===== src/rtl/cache_bus_arbiter.sv =====
// -----------------------------------------------------------------------------
// cache_bus_arbiter
//
// Shares one sram-like memory port (toward the sram-to-AXI bridge) between
// the instruction cache and the data cache. Exactly one requester owns the
// port per transaction, from its address phase until mem_data_ok. The
// handshakes are routed back to that owner only.
//
// Arbitration happens combinationally in IDLE. The granted requester's
// request is presented on mem_* in the same cycle, so there is no arbitration
// latency.
//
// Parameters
//   ARB_MODE      0 = fixed priority (data over inst, with starvation guard)
//                 1 = round-robin on ties
//   STARVE_LIMIT  mode 0: consecutive data grants with inst pending before
//                 inst is forced through (1..15)
//
// Ports
//   clk, rst                      clock, asynchronous active-low reset
//   inst_* / data_*               sram-like slave ports toward the two caches
//                                 (req/wr/size/addr/wdata in,
//                                 rdata/addr_ok/data_ok out)
//   mem_*                         sram-like master port toward the bridge
//   owner                         current/last grant (0 = inst, 1 = data)
//   busy                          transaction in flight past the grant cycle
// -----------------------------------------------------------------------------
module cache_bus_arbiter #(
    parameter int ARB_MODE     = 0,
    parameter int STARVE_LIMIT = 4
) (
    input  logic        clk,
    input  logic        rst,

    input  logic        inst_req,
    input  logic        inst_wr,
    input  logic [1:0]  inst_size,
    input  logic [31:0] inst_addr,
    input  logic [31:0] inst_wdata,
    output logic [31:0] inst_rdata,
    output logic        inst_addr_ok,
    output logic        inst_data_ok,

    input  logic        data_req,
    input  logic        data_wr,
    input  logic [1:0]  data_size,
    input  logic [31:0] data_addr,
    input  logic [31:0] data_wdata,
    output logic [31:0] data_rdata,
    output logic        data_addr_ok,
    output logic        data_data_ok,

    output logic        mem_req,
    output logic        mem_wr,
    output logic [1:0]  mem_size,
    output logic [31:0] mem_addr,
    output logic [31:0] mem_wdata,
    input  logic [31:0] mem_rdata,
    input  logic        mem_addr_ok,
    input  logic        mem_data_ok,

    output logic        owner,
    output logic        busy
);

    localparam logic [3:0] LIMIT = 4'(STARVE_LIMIT);

    typedef enum logic [1:0] {
        IDLE = 2'd0,
        ADDR = 2'd1,
        DATA = 2'd2
    } state_t;

    state_t     state;
    logic       last_grant;
    logic [3:0] starve_cnt;

    logic       grant;       // arbitration result, meaningful in IDLE only
    logic       idle_grant;  // a grant is issued this cycle
    logic       sel;         // requester currently driving mem_*
    logic       addr_phase;  // address handshake may complete this cycle
    logic       data_phase;  // data handshake may complete this cycle

    // -------------------------------------------------------------------------
    // Arbitration
    // -------------------------------------------------------------------------
    always_comb begin
        grant = data_req;
        if (inst_req && data_req) begin
            if (ARB_MODE == 1) begin
                grant = ~last_grant;
            end else begin
                // Data normally wins; inst is forced through once it has
                // been passed over STARVE_LIMIT times in a row.
                grant = (starve_cnt == LIMIT) ? 1'b0 : 1'b1;
            end
        end
    end

    // Qualified by rst so that an asserted reset silences the port even
    // while the caches still hold their request lines.
    assign idle_grant = rst && (state == IDLE) && (inst_req || data_req);
    assign sel        = (state == IDLE) ? grant : owner;
    assign addr_phase = idle_grant || (state == ADDR);
    assign data_phase = idle_grant || (state == ADDR) || (state == DATA);

    // -------------------------------------------------------------------------
    // Memory-side request mux
    // -------------------------------------------------------------------------
    always_comb begin
        mem_req   = addr_phase;
        mem_wr    = 1'b0;
        mem_size  = 2'b00;
        mem_addr  = 32'h0;
        mem_wdata = 32'h0;
        if (addr_phase) begin
            if (sel) begin
                mem_wr    = data_wr;
                mem_size  = data_size;
                mem_addr  = data_addr;
                mem_wdata = data_wdata;
            end else begin
                mem_wr    = inst_wr;
                mem_size  = inst_size;
                mem_addr  = inst_addr;
                mem_wdata = inst_wdata;
            end
        end
    end

    // -------------------------------------------------------------------------
    // Handshake routing: the non-owner never sees an ok
    // -------------------------------------------------------------------------
    assign inst_addr_ok = addr_phase && !sel && mem_addr_ok;
    assign data_addr_ok = addr_phase &&  sel && mem_addr_ok;
    assign inst_data_ok = data_phase && !sel && mem_data_ok;
    assign data_data_ok = data_phase &&  sel && mem_data_ok;

    // Read data is a plain passthrough; data_ok alone qualifies it.
    assign inst_rdata = mem_rdata;
    assign data_rdata = mem_rdata;

    assign busy = (state != IDLE);

    // -------------------------------------------------------------------------
    // Transaction FSM and arbitration history
    // -------------------------------------------------------------------------
    always_ff @(posedge clk or negedge rst) begin
        if (!rst) begin
            state      <= IDLE;
            owner      <= 1'b1;
            last_grant <= 1'b1;
            starve_cnt <= 4'd0;
        end else begin
            case (state)
                IDLE: begin
                    if (idle_grant) begin
                        owner      <= grant;
                        last_grant <= grant;
                        if (ARB_MODE == 0) begin
                            if (!grant) begin
                                starve_cnt <= 4'd0;
                            end else if (inst_req && (starve_cnt != LIMIT)) begin
                                starve_cnt <= starve_cnt + 4'd1;
                            end
                        end
                        // Both handshakes in the grant cycle finish the
                        // transaction without ever leaving IDLE.
                        if (mem_addr_ok) begin
                            state <= mem_data_ok ? IDLE : DATA;
                        end else begin
                            state <= ADDR;
                        end
                    end
                end
                ADDR: begin
                    if (mem_addr_ok) begin
                        state <= mem_data_ok ? IDLE : DATA;
                    end
                end
                DATA: begin
                    if (mem_data_ok) begin
                        state <= IDLE;
                    end
                end
                default: state <= IDLE;
            endcase
        end
    end

endmodule


===== config.mk =====
export PLATFORM = sky130hd
export DESIGN_NAME = cache_bus_arbiter
export DESIGN_NICKNAME = d
export VERILOG_FILES = /design/src/rtl/cache_bus_arbiter.sv
export SDC_FILE = /design/constraint.sdc
export NUM_CORES = 1
export LEC_CHECK = 0
export ABC_CLOCK_PERIOD_IN_PS = 4500
export BUFFER_PORTS_ARGS = -buffer_cell sky130_fd_sc_hd__clkbuf_2
export CAP_MARGIN = 20
export CELL_PAD_IN_SITES_DETAIL_PLACEMENT = 0
export CELL_PAD_IN_SITES_GLOBAL_PLACEMENT = 1
export CORE_AREA = 2 2 121 123
export CTS_BUF_LIST = sky130_fd_sc_hd__clkbuf_4 sky130_fd_sc_hd__clkbuf_8
export CTS_CLUSTER_SIZE = 14
export DETAILED_ROUTE_END_ITERATION = 7
export DIE_AREA = 0 0 123 125
export PLACE_DENSITY_LB_ADDON = 0.1
export SLEW_MARGIN = 20
export SYNTH_ARGS = -nofsm -noshare
export SYNTH_HDL_FRONTEND = slang
export SYNTH_SLANG_ARGS = --single-unit

===== constraint.sdc =====
create_clock -name clk -period 4.5 [get_ports clk]
set_input_delay 0.675 -clock clk [delete_from_list [all_inputs] [get_ports clk]]
set_output_delay 0.675 -clock clk [all_outputs]
set_load 0.005 [all_outputs]

# Yosys cells after proc, flatten, opt, wreduce, memory -nomap -nowiden
# Index checks and enable logic that the tools add are counted.
[op_classes]
n_eq_ne = 8
add_sub_neg = 1
n_reduce_logical = 21
n_mux = 19
[ops]
columns = ["cell", "count"]
rows = [
  ["32-bit two-way mux", 4],
  ["2-bit two-way mux", 7],
  ["1-bit logical AND", 12],
  ["4-bit two-way mux", 2],
  ["2-bit inequality test, second input constant", 3],
  ["2-bit case mux with 3 select lines", 1],
  ["3-bit AND reduction", 2],
  ["1-bit two-way mux", 5],
  ["4-bit by 1-bit adder with 4-bit output, second input constant", 1],
  ["4-bit by 3-bit equality test with 1-bit output, second input constant", 1],
  ["4-bit by 3-bit inequality test with 1-bit output, second input constant", 1],
  ["1-bit logical OR", 3],
  ["2-bit by 1-bit equality test with 1-bit output, second input constant", 1],
  ["2-bit equality test, second input constant", 1],
  ["2-bit logical NOT", 1],
  ["2-bit by 1-bit inequality test with 1-bit output, second input constant", 1],
  ["2-bit AND reduction", 1],
  ["2-bit nonzero test", 1],
  ["1-bit logical NOT", 1],
]
[totals]
register_bits = 7
word_cells = 52
inputBits = 172
out_inout_bits = 138

# Longest topological paths before layout
[depth]
depth_word = 7
depth_mapped = 8
mapped_depth_nobuf = 5

# Worst setup path before layout
# Ideal clock, no wire load.
[synth_path]
kind = "input to output"
start = "input port data_req"
end = "output port mem_addr[22]"
required_time_ns = 3.825
slack_ns = 2.116
arrival_ns = 1.709
n_path_buf = 4
stages = 7
path_cell_list = "buf_2 o21a_1 buf_2 buf_4 buf_2 o211ai_1 mux2i_1"
[synth_via]
elab_chain_cells = 5
word_cells_on_any_way = 8
classes_between = "mux: 4; reduce/logical: 4"
[synth_rtl]
columns = ["item", "line_no", "source"]
rows = [
  ["start: declaration", "44", "input logic data_req,"],
  ["1-bit logical AND", "89", "if (inst_req && data_req) begin"],
  ["1-bit two-way mux", "89", ""],
  ["1-bit two-way mux", "103", "assign sel = (state == IDLE) ? grant : owner;"],
  ["32-bit two-way mux", "117", "if (sel) begin"],
  ["32-bit two-way mux (*)", "116", "if (addr_phase) begin"],
  ["end: declaration", "56", "output logic [31:0] mem_addr,"],
]
# Every way passes the cells marked *; elsewhere a longest branch is shown, timed or not.

# Worst setup path after layout
[layout_path]
start = "register state[0]"
end = "output port data_data_ok"
[layout_via]
elab_chain_cells = 7
word_cells_on_any_way = 10
classes_between = "eq/ne: 2; mux: 1; reduce/logical: 7"
[layout_rtl]
columns = ["item", "line_no", "source"]
rows = [
  ["start: declaration", "74", "state_t state;"],
  ["start signal: assignment", "170", "state <= mem_data_ok ? IDLE : DATA;"],
  ["start signal: assignment", "178", "state <= mem_data_ok ? IDLE : DATA;"],
  ["2-bit logical NOT", "102, 103", ""],
  ["1-bit logical AND (2 in series)", "102", "assign idle_grant = rst && (state == IDLE) && (inst_req || data_req);"],
  ["1-bit logical OR (2 in series)", "105", "assign data_phase = idle_grant || (state == ADDR) || (state == DATA);"],
  ["1-bit logical AND (*) (2 in series)", "137", "assign data_data_ok = data_phase && sel && mem_data_ok;"],
  ["end: declaration", "51", "output logic data_data_ok,"],
]
# Marked as above.

==> results.md <==
* Status: finished, final reports clean
* Area of the core at 0.0142 mm2
* Startpoint types: flop
* Seq/Total Area, Yosys at 6.10%
* Rows at 44
* Final core occ at 25.2%
* Net Switching at 413 uW
* Clock power frac at 10.0%
* Clock Root Buffer: clkbuf_8
* Wire length on met2 at 5.05 mm
* Initial drt markers at 172
* Setup TNS Final at 0 ns
* Final slew viol count at 0
* Reg clk slew, reported paths at 0.04 ns
* Main area contributors after synthesis: o211ai_1 35%, mux2i_1 24%, buf_4 18%
* Final Hold Vio Count at 0
* Clock buffer count from CTS at 3
* Post-CTS setup buffers at 0
* Io pins at 310
* Worst Setup End Kind: output pin
* Initial antenna violation count at 0
* DRC at 0
* Later-pin clock latency in the skew report at 0.22 ns
* # nets final at 650
* Synth Warn # at 0
* Power per Cell Area at 244 mW/mm2
* Cts repair resizes at 0
* Crit Path Max Fanout at 94
* Top layer in use: met4
* Die ar. at 0.0154 mm2
* Worst reg2reg setup slack at 2.25 ns
* GRT overflow at 0
* Routed wire per std cell at 16.9 um
* Unrepaired setup endpoints after global routing: false
* Final setup violating endpoints at 0
* Cell taking the most area after synthesis: o211ai_1
* Int Pwr at 461 uW
* FMAX at 310 MHz
* CTS Hold Bufs at 0
* Switch share at 47.3%
* Hpwl dp at 8.09 mm
* Pin count of the biggest net entering global routing at 95
* Yosys cell types at 31
* Layout cells sized above 1 at 48.6%
* Total length of routed wires at 11.1 mm
* Clock buffer depth at 2
* Global-route wire length before repair at 16.9 mm
* Max-cap violation count at 0
* Metal-1 WL at 4.88 mm
* DRT Pass-1 Iters at 5
* Area occupied by multi-input gates at 0.00197 mm2
* Ys flop type: dfrtp_1
* GRT Resource Usage Total at 13.4%
* Synth Net Count at 545
* Synthesized cell area at 0.00289 mm2
* Max_slew headroom at 38.3%
* R2R Path End: starve_cnt[2]
* Combinational Power Share at 77.1%
* Final min period at 3.23 ns
* Crit path DAT at 2.56 ns
* Most common cell in the netlist: o211ai_1
* Drt via density at 4.94
* Synth top cells by count: 135 x o211ai_1, 71 x buf_4, 68 x mux2i_1
* Post-synth EDFFs at 0
* ANT cells at 0
* Antenna-violating nets left at 0
* H-Tree Depth at 1
* Seq. cell area at 180 um2
* Skew final at 0.000829 ns
* Layout area overhead at 24.0%
* Die Width at 123 um
* Period utilization at 71.8%
* Clock Sinks at 7
* Min-Delay Path Class: in2async
* Filler Cell Count at 1,593
* Worst setup path class: reg2out
* Vias at 3,257
* Synth Area per Inst at 7.79 um2
* CTS tree: done
* Leakage at 0.00177 uW
* Peak supply drop at 0.0873 mV
* Port Buffers at 213
* Asr flop ratio synth at 100%
* R2r worst-path depth at 4
* Seq pwr share at 12.9%
* RePlAce Congestion at 0.753
* Worst EP required at 3.83 ns
* Starting Density at 20.4%
* Vias in the first global route at 3,148
* Syn Inst Count at 371
* Reg2reg start: state[0]
* Area share of the largest cell type after synthesis at 35.0%
* Flops & latches, synth at 7
* Die Y at 125 um
* Met3 wire length at 1.11 mm
* Worst-Margin Slew at 0.926 ns
-- cell usage in the layout, fill, tap and decap left out, types with 2 or more instances in the layout --
cell type	synthesis	layout
a21oi_1	2	2
and3_1	2	2
buf_12	0	2
buf_4	71	4
clkbuf_2	0	213
clkbuf_8	0	3
dfrtp_1	6	5
ha_1	2	2
inv_1	4	4
mux2i_1	68	68
nand2_1	5	5
nand2b_1	2	2
nand4_1	4	4
nor2_1	2	2
o211ai_1	135	135
o21a_1	4	3
o21ai_0	2	2
-- flip-flops by register name (all words and copies together) (netlist names) --
register	cells
starve_cnt	4
owner	1
state	2
-- worst max-delay path, stage by stage, from the launching register on --
cell,delay [ns]
dfrtp_4,0.75
buf_4,0.78
nand2b_1,0.16
a21bo_2,0.25
a21boi_0,0.21
clkbuf_2,0.16
-- power groups by stage --
stage                     Sequential, uW  Clock [uW]  Combinational (uW)
after detailed placement             113           0                 686
after global routing                 117        93.5                 746
after floorplan                     94.8           0                 505
after global placement               116           0                 693
final                                112        87.5                 674
after CTS                            112        89.0                 688
-- metal layers --
layer,vias up,global-route usage [%]
met5,-,0
met4,0,1.34
met3,12,3.65
met2,180,21.9
met1,1476,18.2
li1,1589,-
-- worst max path at each step --
stage | startpoint | end | slack [ns]
floorplan | data_req | mem_addr[22] | 2.12
global placement | rst | mem_wdata[16] | 1.35
detailed placement | rst | mem_addr[30] | 1.37
CTS | state[0] | data_data_ok | 1.20
global route | state[0] | data_data_ok | 1.01
finish | state[0] | data_data_ok | 1.27
-- final cells by class --
| cell class | instances | area share, % |
|---|---|---|
| Tap cell | 184 | 6.42 |
| Clock inverter | 1 | 0.140 |
| Multi-Input combinational cell | 240 | 55.0 |
| Inverter | 5 | 0.593 |
| Sequential cell | 7 | 5.02 |
| Timing Repair Buffer | 219 | 31.7 |
| Clock buffer | 3 | 1.15 |
-- logic make-up after synthesis --
family,Yosys count,share of synthesized area [%]
mux,68,23.5
simple gates,20,4.37
fa+ha+maj,2,0.865
flops,7,6.10
buf+inv,124,26.5
compound gates,150,38.6
-- metrics by stage --
stage | std cells | area, um2 | hold slack [ns] | power [uW] | worst slack [ns]
2_1_floorplan | 371 | 2890 | 0.379 | 600 | 2.12
3_3_place_gp | 655 | 3540 | 0.485 | 808 | 1.35
3_5_place_dp | 655 | 3540 | 0.471 | 799 | 1.37
4_1_cts | 659 | 3590 | 0.311 | 890 | 1.20
5_1_grt | 659 | 3590 | 0.320 | 956 | 1.01
6_report | 659 | 3590 | 0.308 | 874 | 1.27
No activity file was read; power rests on OpenSTA's default activity.
